<file path="config.mk">
export PLATFORM = sky130hd
export DESIGN_NAME = bit_destuffer
export DESIGN_NICKNAME = d
export VERILOG_FILES = /design/src/rtl/bit_destuffer.sv
export SDC_FILE = /design/constraint.sdc
export NUM_CORES = 1
export LEC_CHECK = 0
export ABC_AREA = 1
export CAP_MARGIN = 10
export CORE_MARGIN = 3
export CORE_UTILIZATION = 55
export CTS_CLUSTER_DIAMETER = 120
export DETAILED_ROUTE_END_ITERATION = 10
export GPL_TIMING_DRIVEN = 0
export PLACE_DENSITY = 0.77
export SLEW_MARGIN = 20
export SYNTH_ARGS = -nofsm -noshare
export SYNTH_HDL_FRONTEND = slang
export SYNTH_SLANG_ARGS = --single-unit
</file>
<file path="constraint.sdc">
create_clock -name sp -period 2.1 [get_ports sp]
set_clock_uncertainty 0.05 [all_clocks]
set_input_delay 0.315 -clock sp [delete_from_list [all_inputs] [get_ports sp]]
set_output_delay 0.315 -clock sp [all_outputs]
set_load 0.01 [all_outputs]
</file>
<file path="src/rtl/bit_destuffer.sv">
// Receive-side bit destuffer: tracks equal-bit runs, flags stuff bits,
// detects stuff errors and emits the destuffed stream plus SOF pulse.
module bit_destuffer #(
  parameter int STUFF_LEN = 5,
  parameter int EOF_LEN   = 7,
  parameter int IDLE_LEN  = 11
) (
  input  logic sp,
  input  logic reset,
  input  logic rxBit,
  input  logic stuffEn,
  output logic isStuff,
  output logic bitOut,
  output logic bitValid,
  output logic sofDet,
  output logic stuffErr
);

  localparam int RUN_W = $clog2(STUFF_LEN) + 1;
  localparam logic [RUN_W-1:0] RUN_MAX = RUN_W'(STUFF_LEN);
  localparam logic [RUN_W-1:0] RUN_ONE = RUN_W'(1);
  localparam logic [3:0] REC_MAX = 4'(IDLE_LEN);
  localparam logic [3:0] REC_EOF = 4'(EOF_LEN);

  typedef enum logic [1:0] {
    S_IDLE,
    S_ACTIVE,
    S_TAIL,
    S_ERROR
  } state_t;

  state_t           state_q, state_d;
  logic             stuff_q, stuff_d;
  logic             bit_out_q, bit_out_d;
  logic             valid_q, valid_d;
  logic             sof_q, sof_d;
  logic             err_q, err_d;
  logic             last_q, last_d;
  logic [RUN_W-1:0] run_q, run_d;
  logic [3:0]       rec_q, rec_d;

  logic [RUN_W-1:0] run_next;
  logic [3:0]       rec_next;
  logic             same_bit;

  assign same_bit = (rxBit == last_q);

  // Both counters saturate so they can never wrap back into range.
  always_comb begin
    run_next = RUN_ONE;
    if (same_bit) begin
      run_next = (run_q >= RUN_MAX) ? RUN_MAX : run_q + RUN_ONE;
    end
    rec_next = 4'd0;
    if (rxBit) begin
      rec_next = (rec_q >= REC_MAX) ? REC_MAX : rec_q + 4'd1;
    end
  end

  always_ff @(posedge sp or posedge reset) begin
    if (reset) begin
      state_q   <= S_IDLE;
      stuff_q   <= 1'b0;
      bit_out_q <= 1'b0;
      valid_q   <= 1'b0;
      sof_q     <= 1'b0;
      err_q     <= 1'b0;
      last_q    <= 1'b1;
      run_q     <= '0;
      rec_q     <= 4'd0;
    end else begin
      state_q   <= state_d;
      stuff_q   <= stuff_d;
      bit_out_q <= bit_out_d;
      valid_q   <= valid_d;
      sof_q     <= sof_d;
      err_q     <= err_d;
      last_q    <= last_d;
      run_q     <= run_d;
      rec_q     <= rec_d;
    end
  end

  always_comb begin
    state_d = state_q;
    unique case (state_q)
      S_IDLE: begin
        if (!rxBit) state_d = S_ACTIVE;
      end
      S_ACTIVE: begin
        if (stuff_q) begin
          if (same_bit) state_d = S_ERROR;
        end else if (!stuffEn) begin
          state_d = S_TAIL;
        end
      end
      S_TAIL: begin
        if (rec_next >= REC_EOF) state_d = S_IDLE;
      end
      S_ERROR: begin
        if (rec_next >= REC_MAX) state_d = S_IDLE;
      end
      default: state_d = S_IDLE;
    endcase
  end

  always_comb begin
    stuff_d   = 1'b0;
    bit_out_d = bit_out_q;
    valid_d   = 1'b0;
    sof_d     = 1'b0;
    err_d     = 1'b0;
    last_d    = last_q;
    run_d     = run_q;
    rec_d     = rec_q;
    unique case (state_q)
      S_IDLE: begin
        if (!rxBit) begin
          sof_d     = 1'b1;
          bit_out_d = 1'b0;
          valid_d   = 1'b1;
          last_d    = 1'b0;
          run_d     = RUN_ONE;
        end
      end
      S_ACTIVE: begin
        if (stuff_q) begin
          // A stuff bit must differ; when it does it opens the next run.
          if (same_bit) begin
            err_d = 1'b1;
            rec_d = {3'd0, rxBit};
          end else begin
            last_d = rxBit;
            run_d  = RUN_ONE;
          end
        end else begin
          bit_out_d = rxBit;
          valid_d   = 1'b1;
          last_d    = rxBit;
          run_d     = run_next;
          if (stuffEn && run_next == RUN_MAX) begin
            stuff_d = 1'b1;
          end else if (!stuffEn) begin
            rec_d = {3'd0, rxBit};
          end
        end
      end
      S_TAIL: begin
        bit_out_d = rxBit;
        valid_d   = 1'b1;
        rec_d     = rec_next;
      end
      S_ERROR: begin
        rec_d = rec_next;
      end
      default: ;
    endcase
  end

  assign isStuff  = stuff_q;
  assign bitOut   = bit_out_q;
  assign bitValid = valid_q;
  assign sofDet   = sof_q;
  assign stuffErr = err_q;

endmodule
</file>
==> impl_results.md, run 1 <==
* Root Driver: clkbuf_4
* GRT busiest layer: met2
* Synth top area share at between 30% and 40%
* Max_slew headroom at about three fifths
* Critical Path Sink Type: register
* Starting DRT DRC Count at 18
* Final Cycle Share at roughly 83%
* Synth unique cells at 23
* GR Layer Usage met3 at ~3.8%
* Seq/Total Area, Yosys at between 40% and 50%
* Resized Gates After CTS at 0
* Place WS at between 0.2 and 0.25 ns
* Adder-Cell Fraction of Synth Area at slightly above 10%
* TritonCTS clock tree: built
* Post-CTS Setup Inserts at 0
* Post-CTS Hold Buffers at 0
* Max cap viols at 0
* TNS Setup at 0 ns
* Yosys top cell by area: dfrtp_1
* Final hold viol count at 0
* TritonCTS Buffers at 3
* YS warnings at 0
* Drt drc at 0
* Placement Cell Area at 0.001069 mm2
* Vias in the first global route at slightly below 800
* Worst-path clk slew at roughly 0.090 ns
* Crit path launch type: register
* Vias at about 800
* Worst setup path class: reg2reg
* Slew Viols, Final at 0
* Pin count of the biggest net entering global routing at 17
* GRT overflow at 0
* Fin nets at 143
* Synthesized cell area at 968.4 um2
* Starting Density at about three fifths
* Detail Route Antenna Nets at 0
* Port-buffer cells at 8
* Total chip power at roughly 1.5 mW
* RSZ-0062 raised after global routing: no
* Initial antenna violation count at 0
* GPL Wtd Cong at approximately 0.75
* Post-Route Utilization at between 70% and 80%
* FF-to-FF End: rec_q[0]
* Post-synthesis xor/xnor area fraction at under 10%
* Mean Syn Cell Area at around 8 um2
* Worst r2r path cells at 7
* Layout cell share with drive strength beyond 1 at 10.77%
* Post-layout minimum cycle time at between 1.5 and 2 ns
* Largest family of logic cells by synthesized area: simple AND/OR/NAND/NOR gates
* Worst vdd ir at roughly 0.00076 V
* Commonest non-fill, non-tap cell in the layout: nand2_1
* I/O Pins at 9
* Die area at 0.002300 mm2
* LEAKAGE at between 0.5 and 0.6 nW
* Number of vias per cell at around 5.5
* Core box area at roughly 0.0016 mm2
* Number of clock sinks at 16
* CP max FO at 7
* Least-Margin Pin Slew at roughly 0.6 ns
* Crit path DAT at 1.87 ns
* H-tree depth at 1
* Die extent in x at roughly 48 um
* R2R Setup Slk at 0.37 ns
* Fin area at around 0.0011 mm2
* Total track usage at 20.18%
* Power Dens Cells at roughly 1300 mW/mm2
* Final wirelength at approximately 1900 um
* Most frequent cells in the layout: nand2_1, inv_1, dfrtp_1, o21ai_0, nand3_1
* Clock Latency Late Sink at between 0.2 and 0.3 ns
* Fmax at between 500 and 600 MHz
* Post-synthesis simple-gate area fraction at a little under a quarter
* Required @ worst endpoint at ~2.2 ns
* Syn Inst Count at between 100 and 150
* Register bit total from synthesis at 16
* Die height at approximately 48 um
* GR Layer Usage met2 at about a third
* Complex-gate fraction of the synthesized area at about 14%
* Setup slack after layout at 0.3660 ns
* Status: completed
* RR Startpoint: state_q[1]
* Antenna Cells at 0
* Area grow syn2layout at 14.08%
* Synth top area cells: dfrtp_1, ha_1, nand2_1, inv_1, nand3_1
* HP Class: in2async
* # rows at 14
* Finish-stage setup viols at 0
* Mux cell area share after synthesis at 0%
* Clk buf depth at 2
* Grt met1 use at 25.86%
* First-pass GRT wire length at between 3000 and 4000 um
* Syn Nets at 130
* DR WL/cell at between 10 and 15 um
* Post-DP HPWL at 1476 um
* 1st-pass router iterations at 4
==> sequential cells by signal, indices dropped and copies added (netlist names) <==
name and count:
bitOut 1, bitValid 1, isStuff 1, last_q 1, rec_q 4, run_q 4
sofDet 1, state_q 2, stuffErr 1
==> through the flow <==
stage	hold WS (ns)	cells
floorplan	0.1780	118
global placement	0.4236	142
detailed placement	0.4427	142
CTS	0.3515	146
global route	0.3890	146
finish	0.3333	146
==> per-layer routing <==
layer	part of all wire (%)	vias up
met1	48	363
met4	2.3	0
met5	0	-
li1	-	411
met3	4.7	5
met2	45	24
==> synthesized netlist by cell type (all sizes together) <==
master and instances:
o31ai 1, nor2 8, ha 8, nand3 11, nor3b 1, o22ai 3, nand4 1, inv 21
a21boi 1, o21ai 13, nand2 25, buf 1, dfstp 1, xnor2 1, o21a 2, xor2 1
a21oi 2, dfrtp 15, nor3 2
==> cell type report <==
class                      count  area (um2)
clock buffer                   4       36.28
tap                           16       20.02
sequential                    16       401.6
fill                         130       471.7
buffer                         1       11.26
multi-input combinational     80       476.7
inverter                      21       78.83
timing repair buffer           8       80.08
==> worst max-delay path: stages (launching register included) <==
cell     delay, ns
dfrtp_1       0.43
inv_1         0.09
ha_1          0.27
inv_1         0.10
nor3b_2       0.24
nor2_2        0.09
o21a_1        0.17
o21a_1        0.19
==> kinds of logic after synthesis <==
group / after synthesis
AO/OA/AOI/OAI: 22
XOR/XNOR: 2
adder cells (fa/ha/maj): 8
buffers and inverters: 22
flip-flops: 16
AND/OR/NAND/NOR: 48
==> report_power, final <==
part | internal [mW] | switching [mW]
sequential | 0.413 | 0.0868
clock | 0.106 | 0.0999
combinational | 0.303 | 0.462
total | 0.823 | 0.649
==> worst max path at each step <==
stage                           from          to  cells after the start
final                     state_q[1]    rec_q[0]                      7
after global routing      state_q[0]    run_q[0]                      8
after CTS                 state_q[1]    rec_q[0]                      7
after detailed placement       rxBit    run_q[0]                      8
after global placement         rxBit    run_q[0]                      8
after floorplan           state_q[1]  state_q[0]                     10
Power figures use the tool's default switching activity.
==> run 2: changes to the inputs <==
==> constraint.sdc (replaced) <==
create_clock -name sp -period 1.61 [get_ports sp]
set_clock_uncertainty 0.05 [all_clocks]
set_input_delay 0.2415 -clock sp [delete_from_list [all_inputs] [get_ports sp]]
set_output_delay 0.2415 -clock sp [all_outputs]
set_load 0.01 [all_outputs]
==> run 2 against run 1 <==
Net effect:
- the flow now finishes with violations (negative setup slack)
- sequential power grew 32%
- utilization increased by 10 points
- global-route usage grew 0.31 points
- maximum frequency up 6.0%
- register-to-register slack worse by 0.39 ns
- sequential share of layout area down 4.5 points
- power grew 60%
- combinational power rose by 86%
- via count is 16% higher
- routed wire length grew 34%
- critical endpoint unchanged
- highest routed layer unchanged
==> impl_results.md, run 2 (same netlist as run 1, synthesis figures left out) <==
* Max_slew headroom at between 50% and 60%
* Slowest stage delay, CP at 0.45 ns
* Post-Route Utilization at between 80% and 90%
* Hold Slack at about 0.27 ns
* Final hold viol count at 0
* Slew Viols, Final at 0
* Number of vias per cell at slightly below 6
* Clk buf depth at 2
* Clock Latency Late Sink at between 0.2 and 0.3 ns
* Pin count of the biggest net entering global routing at 17
* Required @ worst endpoint at 1.75 ns
* Post-DP HPWL at roughly 1500 um
* CP max stage cell: dfrtp_2
* I/O Pins at 9
* DR WL/cell at ~16 um
* HP Class: in2async
* Root Driver: clkbuf_4
* Die height at roughly 48 um
* Port-buffer cells at 8
* Initial antenna violation count at 0
* Starting DRT DRC Count at 37
* Vias at between 900 and 1,000
* Failing checks: negative setup slack
* Fin cells at about 160
* Least-Margin Pin Slew at approximately 0.6 ns
* Uppermost layer routed: met4
* RR Startpoint: state_q[0]
* Worst setup path class: reg2reg
* Total track usage at roughly a fifth
* Power Dens Cells at ~1900 mW/mm2
* Final Cycle Share at 101.6%
* TritonCTS Buffers at 3
* Worst path cell trace: buf_4 > ha_2 > nor2_1 > inv_1 > o21a_1 > o21a_1
* First-pass GRT wire length at roughly 3200 um
* Total chip power at 2.357 mW
* Placed Instances at 142
* CP max FO at 5
* Fin area at 0.001269 mm2
* Critical Path Sink Type: register
* Finish-stage setup viols at 3
* LEAKAGE at about 0.64 nW
* Regs by FF count: rec_q (4), run_q (4), state_q (2)
* Crit path max-delay family: flip-flops
* R2R Setup Slk at -0.03 ns
* Layout cell share with drive strength beyond 1 at just under 30%
* Place WS at -0.2120 ns
* Drt drc at 0
* Worst r2r path cells at 6
* Worst-path clk slew at roughly 0.10 ns
* RSZ-0062 raised after global routing: yes
* Post-CTS Hold Buffers at 0
* Fin nets at 156
* Antenna Cells at 0
* GPL Wtd Cong at around 0.75
* CP bufs+invs at 2
* Setup slack after layout at -0.02556 ns
* 1st-pass router iterations at 5
* TNS Setup at -0.03709 ns
* Fmax at 611.4 MHz
* Most frequent cells in the layout: nand2_1, inv_1, dfrtp_1, buf_4, nand3_1
* Die extent in x at 47.96 um
* FF-to-FF End: rec_q[0]
* DR WL met3 at around 250 um
* Area grow syn2layout at 31.01%
* Max cap viols at 0
* Vias in the first global route at just under 800
* Fill cell instance count of the final layout at 90
* Worst vdd ir at about 0.0011 V
* Crit path DAT at roughly 1.8 ns
* Routed wl met2 at 1179 um
* Final wirelength at approximately 2500 um
* M1 WL at around 1000 um
* Core box area at about 0.0016 mm2
* Post-layout minimum cycle time at between 1.5 and 2 ns
* # rows at 14
* TritonCTS clock tree: built
* Detail Route Antenna Nets at 0
* Number of clock sinks at 16
* Starting Density at roughly three fifths
* Placement Cell Area at between 0.001 and 0.0015 mm2
* GRT overflow at 0
* CP most frequent cell: o21a_1
* Status: complete, but fails checks
* Crit path launch type: register
* Commonest non-fill, non-tap cell in the layout: nand2_1
* H-tree depth at 1
* Die area at 0.002300 mm2
## run 2: cell types whose count changed in the layout (fill, tap and decap cells not counted), sizes merged
cell / previous run / this run
buf: 1 / 14
clkdlybuf4s50: 8 / 7
dlymetal6s2s: 0 / 1
## run 2: worst max-delay path by stage
stage                     startpoint         end  slack [ns]  cells past startpoint
after CTS                   run_q[1]    run_q[0]       0.005                     10
after global routing      state_q[0]    run_q[0]       -0.10                      8
after detailed placement       rxBit    run_q[0]       -0.21                      8
after floorplan           state_q[1]  state_q[0]         0.1                     10
after global placement         rxBit    run_q[0]       -0.21                      8
final                     state_q[0]    rec_q[0]       -0.03                      6
## run 2: metal layers
metal  GRT usage [%]  vias to the layer above
met5               0                        -
met4           11.83                        0
met3           3.759                        7
met2           32.19                       60
met1           26.09                      431
li1                -                      432
## run 2: report_power, final
| group | internal [mW] | total, mW | switching (mW) | leakage [nW] |
|---|---|---|---|---|
| Combinational | 0.629 | 1.42 | 0.794 | 0.419 |
| Clock | 0.138 | 0.272 | 0.134 | 0.0210 |
| Sequential | 0.544 | 0.662 | 0.117 | 0.203 |
| Total | 1.31 | 2.36 | 1.05 | 0.643 |
## run 2: final cells by class
| cell class | instances | area, um2 | share of cell area, % |
|---|---|---|---|
| Inverter | 21 | 78.83 | 6.213 |
| Multi-Input combinational cell | 80 | 538.0 | 42.41 |
| Timing Repair Buffer | 21 | 180.2 | 14.20 |
| Tap cell | 16 | 20.02 | 1.578 |
| Sequential cell | 16 | 404.1 | 31.85 |
| Clock buffer | 4 | 36.28 | 2.860 |
| Buffer | 1 | 11.26 | 0.8876 |
## run 2: repair_timing
action | in CTS | in global routing
setup endpoints to repair | 7 | 12
resized for setup | 4 | 19
pin swaps | 2 | 13
setup buffers | 2 | 11
